## config.mk

```make
export PLATFORM = sky130hd
export DESIGN_NAME = wb_arbiter
export DESIGN_NICKNAME = d
export VERILOG_FILES = /design/src/rtl/wb_arbiter_pkg.sv /design/src/rtl/wb_arbiter_rr_pick.sv /design/src/rtl/wb_arbiter.sv
export SDC_FILE = /design/constraint.sdc
export NUM_CORES = 1
export LEC_CHECK = 0
export CAP_MARGIN = 5
export CORE_MARGIN = 5
export CORE_UTILIZATION = 28
export CTS_CLUSTER_SIZE = 10
export DETAILED_ROUTE_END_ITERATION = 16
export GPL_TIMING_DRIVEN = 0
export PLACE_DENSITY_LB_ADDON = 0.3
export SYNTH_ARGS = -nofsm -noshare
export SYNTH_HDL_FRONTEND = slang
export SYNTH_SLANG_ARGS = --single-unit
```

## constraint.sdc

```tcl
create_clock -name clock -period 9.42 [get_ports clock]
set_clock_uncertainty 0.2 [all_clocks]
set_input_delay 0.942 -clock clock [delete_from_list [all_inputs] [get_ports clock]]
set_output_delay 0.942 -clock clock [all_outputs]
set_load 0.02 [all_outputs]
```

## src/rtl/wb_arbiter_pkg.sv

```systemverilog
// Shared types and widths for the writeback arbiter.
package wb_arbiter_pkg;

  localparam int unsigned XLEN     = 32;
  localparam int unsigned IDX_W    = 5;
  localparam int unsigned WB_PORTS = 2;

  typedef struct packed {
    logic             valid;
    logic [IDX_W-1:0] idx;
    logic [XLEN-1:0]  data;
  } wb_req_t;

endpackage

```

## src/rtl/wb_arbiter_rr_pick.sv

```systemverilog
// Round-robin finder: first set bit of mask scanning upward from start, wrapping at N-1.
module rr_pick #(
  parameter int unsigned N     = 4,
  parameter int unsigned PTR_W = 2
) (
  input  logic [N-1:0]     mask,
  input  logic [PTR_W-1:0] start,
  output logic             found_c,
  output logic [PTR_W-1:0] pick_c
);

  logic [PTR_W-1:0] pos;

  // Wrap by explicit compare so non-power-of-two N never visits an illegal slot.
  always_comb begin
    found_c = 1'b0;
    pick_c  = '0;
    pos     = start;
    for (int unsigned k = 0; k < N; k++) begin
      if (!found_c && mask[pos]) begin
        found_c = 1'b1;
        pick_c  = pos;
      end
      pos = (pos == PTR_W'(N - 1)) ? '0 : pos + PTR_W'(1);
    end
  end

endmodule

```

## src/rtl/wb_arbiter.sv

```systemverilog
// Writeback arbiter: up to two distinct, non-x0 regfile writes per cycle, round-robin fair.
module wb_arbiter
  import wb_arbiter_pkg::*;
#(
  parameter  int unsigned NUM_REQ = 4,
  localparam int unsigned PTR_W   = (NUM_REQ > 1) ? $clog2(NUM_REQ) : 1
) (
  input  logic                           clock,
  input  logic                           reset,
  input  logic [NUM_REQ-1:0]             req_valid,
  input  logic [NUM_REQ-1:0][IDX_W-1:0]  req_idx,
  input  logic [NUM_REQ-1:0][XLEN-1:0]   req_data,
  output logic [NUM_REQ-1:0]             req_ready,
  output logic                           write_en_1,
  output logic                           write_en_2,
  output logic [IDX_W-1:0]               write_idx_1,
  output logic [IDX_W-1:0]               write_idx_2,
  output logic [XLEN-1:0]                write_data_1,
  output logic [XLEN-1:0]                write_data_2,
  output logic [PTR_W-1:0]               rr_ptr
);

  wb_req_t [NUM_REQ-1:0] req;
  logic    [NUM_REQ-1:0] live_mask;
  logic    [NUM_REQ-1:0] x0_mask;
  logic    [NUM_REQ-1:0] slot2_mask;
  logic    [NUM_REQ-1:0] grant_1;
  logic    [NUM_REQ-1:0] grant_2;
  logic                  s1_found;
  logic                  s2_found;
  logic    [PTR_W-1:0]   s1_pick;
  logic    [PTR_W-1:0]   s2_pick;
  logic    [PTR_W-1:0]   s2_start;
  logic    [PTR_W-1:0]   ptr_next;
  logic    [IDX_W-1:0]   s1_idx;

  // Requester masks: x0 writes are drained for free, slot 2 excludes slot 1 and its index.
  always_comb begin
    for (int unsigned i = 0; i < NUM_REQ; i++) begin
      req[i].valid  = req_valid[i];
      req[i].idx    = req_idx[i];
      req[i].data   = req_data[i];
      live_mask[i]  = req_valid[i] && (req_idx[i] != '0);
      x0_mask[i]    = req_valid[i] && (req_idx[i] == '0);
      slot2_mask[i] = live_mask[i] && (PTR_W'(i) != s1_pick) && (req_idx[i] != s1_idx);
    end
  end

  assign s1_idx   = req[s1_pick].idx;
  assign s2_start = (s1_pick == PTR_W'(NUM_REQ - 1)) ? '0 : s1_pick + PTR_W'(1);

  rr_pick #(.N(NUM_REQ), .PTR_W(PTR_W)) u_pick_1 (
    .mask    (live_mask),
    .start   (rr_ptr),
    .found_c (s1_found),
    .pick_c  (s1_pick)
  );

  rr_pick #(.N(NUM_REQ), .PTR_W(PTR_W)) u_pick_2 (
    .mask    (slot2_mask),
    .start   (s2_start),
    .found_c (s2_found),
    .pick_c  (s2_pick)
  );

  always_comb begin
    grant_1   = s1_found ? (NUM_REQ'(1) << s1_pick) : '0;
    grant_2   = s2_found ? (NUM_REQ'(1) << s2_pick) : '0;
    req_ready = reset ? '0 : (x0_mask | grant_1 | grant_2);
    ptr_next  = rr_ptr;
    if (s2_found) begin
      ptr_next = (s2_pick == PTR_W'(NUM_REQ - 1)) ? '0 : s2_pick + PTR_W'(1);
    end else if (s1_found) begin
      ptr_next = (s1_pick == PTR_W'(NUM_REQ - 1)) ? '0 : s1_pick + PTR_W'(1);
    end
  end

  // Write-port registers; idx/data hold when a slot is empty.
  always_ff @(posedge clock or posedge reset) begin
    if (reset) begin
      write_en_1   <= 1'b0;
      write_en_2   <= 1'b0;
      write_idx_1  <= '0;
      write_idx_2  <= '0;
      write_data_1 <= '0;
      write_data_2 <= '0;
      rr_ptr       <= '0;
    end else begin
      write_en_1 <= s1_found;
      write_en_2 <= s2_found;
      if (s1_found) begin
        write_idx_1  <= req[s1_pick].idx;
        write_data_1 <= req[s1_pick].data;
      end
      if (s2_found) begin
        write_idx_2  <= req[s2_pick].idx;
        write_data_2 <= req[s2_pick].data;
      end
      rr_ptr <= ptr_next;
    end
  end

endmodule
```

-- Word-level counts from Yosys, hierarchy flattened
Index checks and enable logic that the tools add are counted.
- add/sub/neg operators: 8
- $lt $le $gt $ge: 10
- equal/unequal tests: 15
- shift-type cells: 2
- mux-type cells: 49
- bitwise logic cells: 2
- reductions and logical operators: 38
- operators by type and width (kind ; count):
    $bmux W38 S2 ; 2
    $mux W37 ; 2
    $mux W2 ; 18
    $lt A2 B3 Y1 const B ; 10
    $logic_and A1 B1 Y1 ; 22
    $logic_not A5 Y1 ; 4
    $ne A5 B5 Y1 ; 4
    $reduce_bool A5 Y1 ; 4
    $add A2 B1 Y2 const B ; 8
    $bmux W1 S2 ; 8
    $eq A2 B2 Y1 const B ; 8
    $mux W1 ; 16
    $mux W4 ; 3
    $or A4 B4 Y4 ; 2
    $shl A1 B2 Y4 const A ; 2
    $logic_not A1 Y1 ; 6
    $ne A2 B2 Y1 const A ; 2
    $reduce_bool A2 Y1 ; 2
    $ne A1 B2 Y1 const A ; 1
- register bits after elaboration: 78
- input port bits: 154
- output and inout port bits: 82
- word-level logic and storage cells: 131

-- Longest topological paths before layout
- depth in word-level cells: 34
- mapped depth: 27
- depth with buffers taken out: 22

-- Modules after synthesis
Synthesis repeated with hierarchy kept, for this count alone.
- cell total of the unflattened synthesis: 448
- area total of the unflattened synthesis: 6082.1 um^2
- by module, submodules not included (module ; instances ; cells each ; area each (um^2) ; sequential area each (um^2)):
    wb_arbiter ; 1 ; 366 ; 5511.5 ; 1951.9
    rr_pick ; 2 ; 41 ; 285.3 ; 0.0

-- Least setup slack after synthesis
OpenSTA, ideal clock, no wires.
- path type: in2out
- start: input port req_idx[19] (netlist bit)
- end: output port req_ready[3]
- data arrival time: 6.123 ns
- required time: 8.278 ns
- slack: 2.155 ns
- cell stages on the path: 26
- path buffers: 6
- path through: clkbuf_1 -> or4_4 -> o21ai_1 -> buf_4 -> and4_1 -> o211ai_1 -> o31a_1 -> nand2_2 -> buf_2 -> clkbuf_1 -> buf_1 -> ha_1 -> nand2b_1 -> nor3_1 -> a31o_1 -> nor4_2 -> a31oi_1 -> or2_1 -> a21o_1 -> nor2_2 -> mux2i_1 -> buf_2 -> inv_1 -> ha_1 -> a222oi_1 -> nor2_1
- cells in the longest elaborated chain, start to end: 34
- elaborated cells between the ends (all ways): 85
- those cells by class: 4 x add/sub; 11 x eq/ne; 2 x shift; 41 x mux; 2 x bitwise; 25 x reduce/logical
- RTL lines (item ; RTL line ; text):
    start, declared ; wb_arbiter.sv:11 ; input logic [NUM_REQ-1:0][IDX_W-1:0] req_idx,
    branches (longest 32 deep; another with $reduce_bool A5 Y1) ; -- ;
    $or A4 B4 Y4 * ; wb_arbiter.sv:69 ; req_ready = reset ? '0 : (x0_mask | grant_1 | grant_2);
    $mux W4 * ; wb_arbiter.sv:69 ;
    end, declared ; wb_arbiter.sv:13 ; output logic [NUM_REQ-1:0] req_ready,
Every way passes the cells marked *. The select of a mux whose other input is x is not followed.

-- Final worst setup path
- start: input port req_idx[1] (netlist bit)
- end: output port req_ready[3]
The elaborated chain is that of the path after synthesis.

==> impl_metrics.tcl <==
set metrics [dict create \
    fmax_ghz 0.1107 \
    routed_wl_um 32260 \
    antenna_found_initial 1 \
    cts_root_buf "clkbuf_16" \
    max_stage_delay_ns 0.65 \
    hp-class "flop to flop" \
    grt_pass1_vias 8265 \
    stdcell_area_sq_mm 0.01025 \
    firstDrtPassIters 5 \
    synth_cells 863 \
    slew_headroom_pct 42.50 \
    cts_buffers 9 \
    grt_max_degree 64 \
    synth_cell_types 76 \
    dp_hpwl_um 24500 \
    rsz0062_at_grt "false" \
    core.rowCount 58 \
    syn_nets 1026 \
    post_drt_wl_per_cell_um 22.54 \
    ys_warn_count 0 \
    synth_top_area_share_pct 26.98 \
    vias 7900 \
    synth_area_sq_mm 0.007234 \
    ys_seq_area_share_pct 26.98 \
    core-area_sq_mm 0.02533 \
    ys_ff_latch 78 \
    clkTransAtPathRegs_ns 0.07 \
    die_x_um 170.7 \
    die_y_um 170.7 \
    fin_util_pct 40.49 \
    multi_input_area_sq_mm 0.004691 \
    ios 236 \
    place_area_sq_mm 0.009899 \
    cp-end-kind "output port" \
    worstPathArrival_ns 7.89 \
    areaGrowthSynthToFinish_pct 41.73 \
    cts_sinks 78 \
    final_common_cell "clkdlybuf4s50_1" \
    place_congestion 0.9191 \
    avgSynthCellArea_sq_um 8.383 \
    h-tree-depth 3 \
    setup_violations 0 \
    regArea_sq_mm 0.001952 \
    period_minus_slack_ns 9.036 \
    cts_buffer_depth 2 \
    clk_latency_ns 0.34 \
    finalNetCount 1259 \
    async_flop_share_pct 100.0 \
    worstMarginPinSlew_ns 0.8625 \
    synth_area_leader_cell "dfrtp_1" \
    grt-ovfl-total 0 \
    finalCritPeriodShare_pct 95.92 \
    cp-start-kind "input port" \
    drc 0 \
    layout_common_cells "222 x clkdlybuf4s50_1, 92 x nand2_1, 83 x o211ai_1, 78 x dfrtp_1, 63 x nor2_1" \
    hold_violations 0 \
    start_util_pct 28.56 \
    final_antenna_net_count 0 \
    drv_cap 0 \
    outcome "completed" \
    n_fill_cell 2550 \
    critPathKind "input port to output port" \
    numPortBuffers 222 \
    grt_pass1_wl_um 48780 \
    slew_violations 0 \
    drtIter0Drc 716 \
    die-area_sq_mm 0.02915 \
    synthTopCellsByArea "dfrtp_1 27%, o211ai_1 8.6%, mux2_2 6.1%, o211a_1 5.3%, nand2_1 4.8%" \
    synth_edf_count 0 \
    cts_tree "yes" \
    worst-path-max-fanout 11 \
    synth_ff_type "dfrtp_1" \
    drive_gt1_share_pct 14.36 \
    cp.required_ns 8.28 \
    cp_slowest_cell "or4_4" \
    path_common_cell "clkbuf_4" \
    via_per_inst 5.521 \
    track_usage_pct 21.55 \
]
==> cell usage after synthesis, types with 8 or more instances <==
cell type	n
nand2_1	92
or2_2	40
a31oi_1	38
nor2_1	63
o211ai_1	83
ha_1	9
dfrtp_1	78
inv_1	47
a211oi_1	35
xnor2_1	16
a21oi_1	9
buf_4	8
nor3_1	11
o21ai_0	9
nand3_1	8
o211a_1	38
buf_2	18
mux2_2	39
buf_1	8
clkbuf_1	46
mux2_1	29
==> registers in the layout, indices dropped and copies added, names as in the netlist <==
signal / flops
write_idx_1: 5
write_data_2: 32
rr_ptr: 2
write_en_2: 1
write_en_1: 1
write_idx_2: 5
write_data_1: 32
==> stage by stage <==
stage                     setup TNS, ns  cells  hold WS [ns]  setup WS (ns)
after floorplan                       0    863        0.4210          2.155
after global placement           -1.619   1415        0.2903        -0.5090
after detailed placement         -1.551   1416        0.2941        -0.4759
after CTS                             0   1431        0.3103       0.008929
after global routing                  0   1431        0.3150        0.01848
final                                 0   1431        0.3064         0.3844
==> critical path, delay by kind of cell <==
| kind | cells | cell delay [ns] |
|---|---|---|
| muxes | 2 | 0.61 |
| adders and majority gates | 2 | 0.43 |
| buffers and inverters | 7 | 2.30 |
| and+or+nand+nor | 8 | 1.96 |
| AOI/OAI and AO/OA | 7 | 1.62 |
==> final timing paths <==
check / slack (ns) / to / depth (start not counted) / startpoint
max: 0.38 / req_ready[3] / 26 / req_idx[1]
min: 0.31 / write_data_1[18] / 1 / write_data_1[18]
max reg2reg: 2.94 / rr_ptr[1] / 24 / rr_ptr[1]
min reg2reg: 0.31 / write_data_1[18] / 1 / write_data_1[18]
max in group asynchronous: 7.61 / write_data_1[30] / 3 / reset
min in group asynchronous: 0.78 / write_idx_1[3] / 2 / reset
==> logic make-up (layout without fill, tap and decap cells) <==
kind of cell	count (synthesis)	after routing	share of synthesized area (%)
AOI/OAI and AO/OA	278	278	30.04
and+or+nand+nor	259	259	17.40
buffers and inverters	137	374	8.596
muxes	80	80	12.76
DFF	78	78	26.98
xor gates and xnor gates	22	22	2.663
adders and majority gates	9	9	1.557
other	0	1	0
==> routing by layer <==
metal / wire length, um / vias to the layer above / global-route usage [%] / share of wire, %
li1: - / 3661 / - / -
met4: 790 / 0 / 6.319 / 2.4
met5: 0 / - / 0 / 0
met1: 13680 / 3842 / 27.25 / 42
met3: 2641 / 49 / 6.654 / 8.2
met2: 15150 / 348 / 35.51 / 47
==> layout make-up <==
class,count,area share [%]
Antenna cell,1,0.02441
Tap cell,330,4.027
Inverter,50,1.879
Multi-Input combinational cell,648,45.75
Buffer,86,4.295
Clock inverter,5,0.8176
Sequential cell,78,19.04
Clock buffer,10,2.233
Timing Repair Buffer,223,21.94
==> repair_timing <==
| action | in CTS | in global routing |
|---|---|---|
| cloned | 0 | 0 |
| setup buffers | 0 | 0 |
| setup endpoints to repair | 4 | 4 |
| gates resized for setup | 5 | 8 |
| endpoints found under the hold margin | 0 | 0 |
| hold buffers | 0 | 0 |
Power is left out: the tool's default activity adds up to more than one toggle a clock period on the data nets, which glitch-free logic cannot reach.
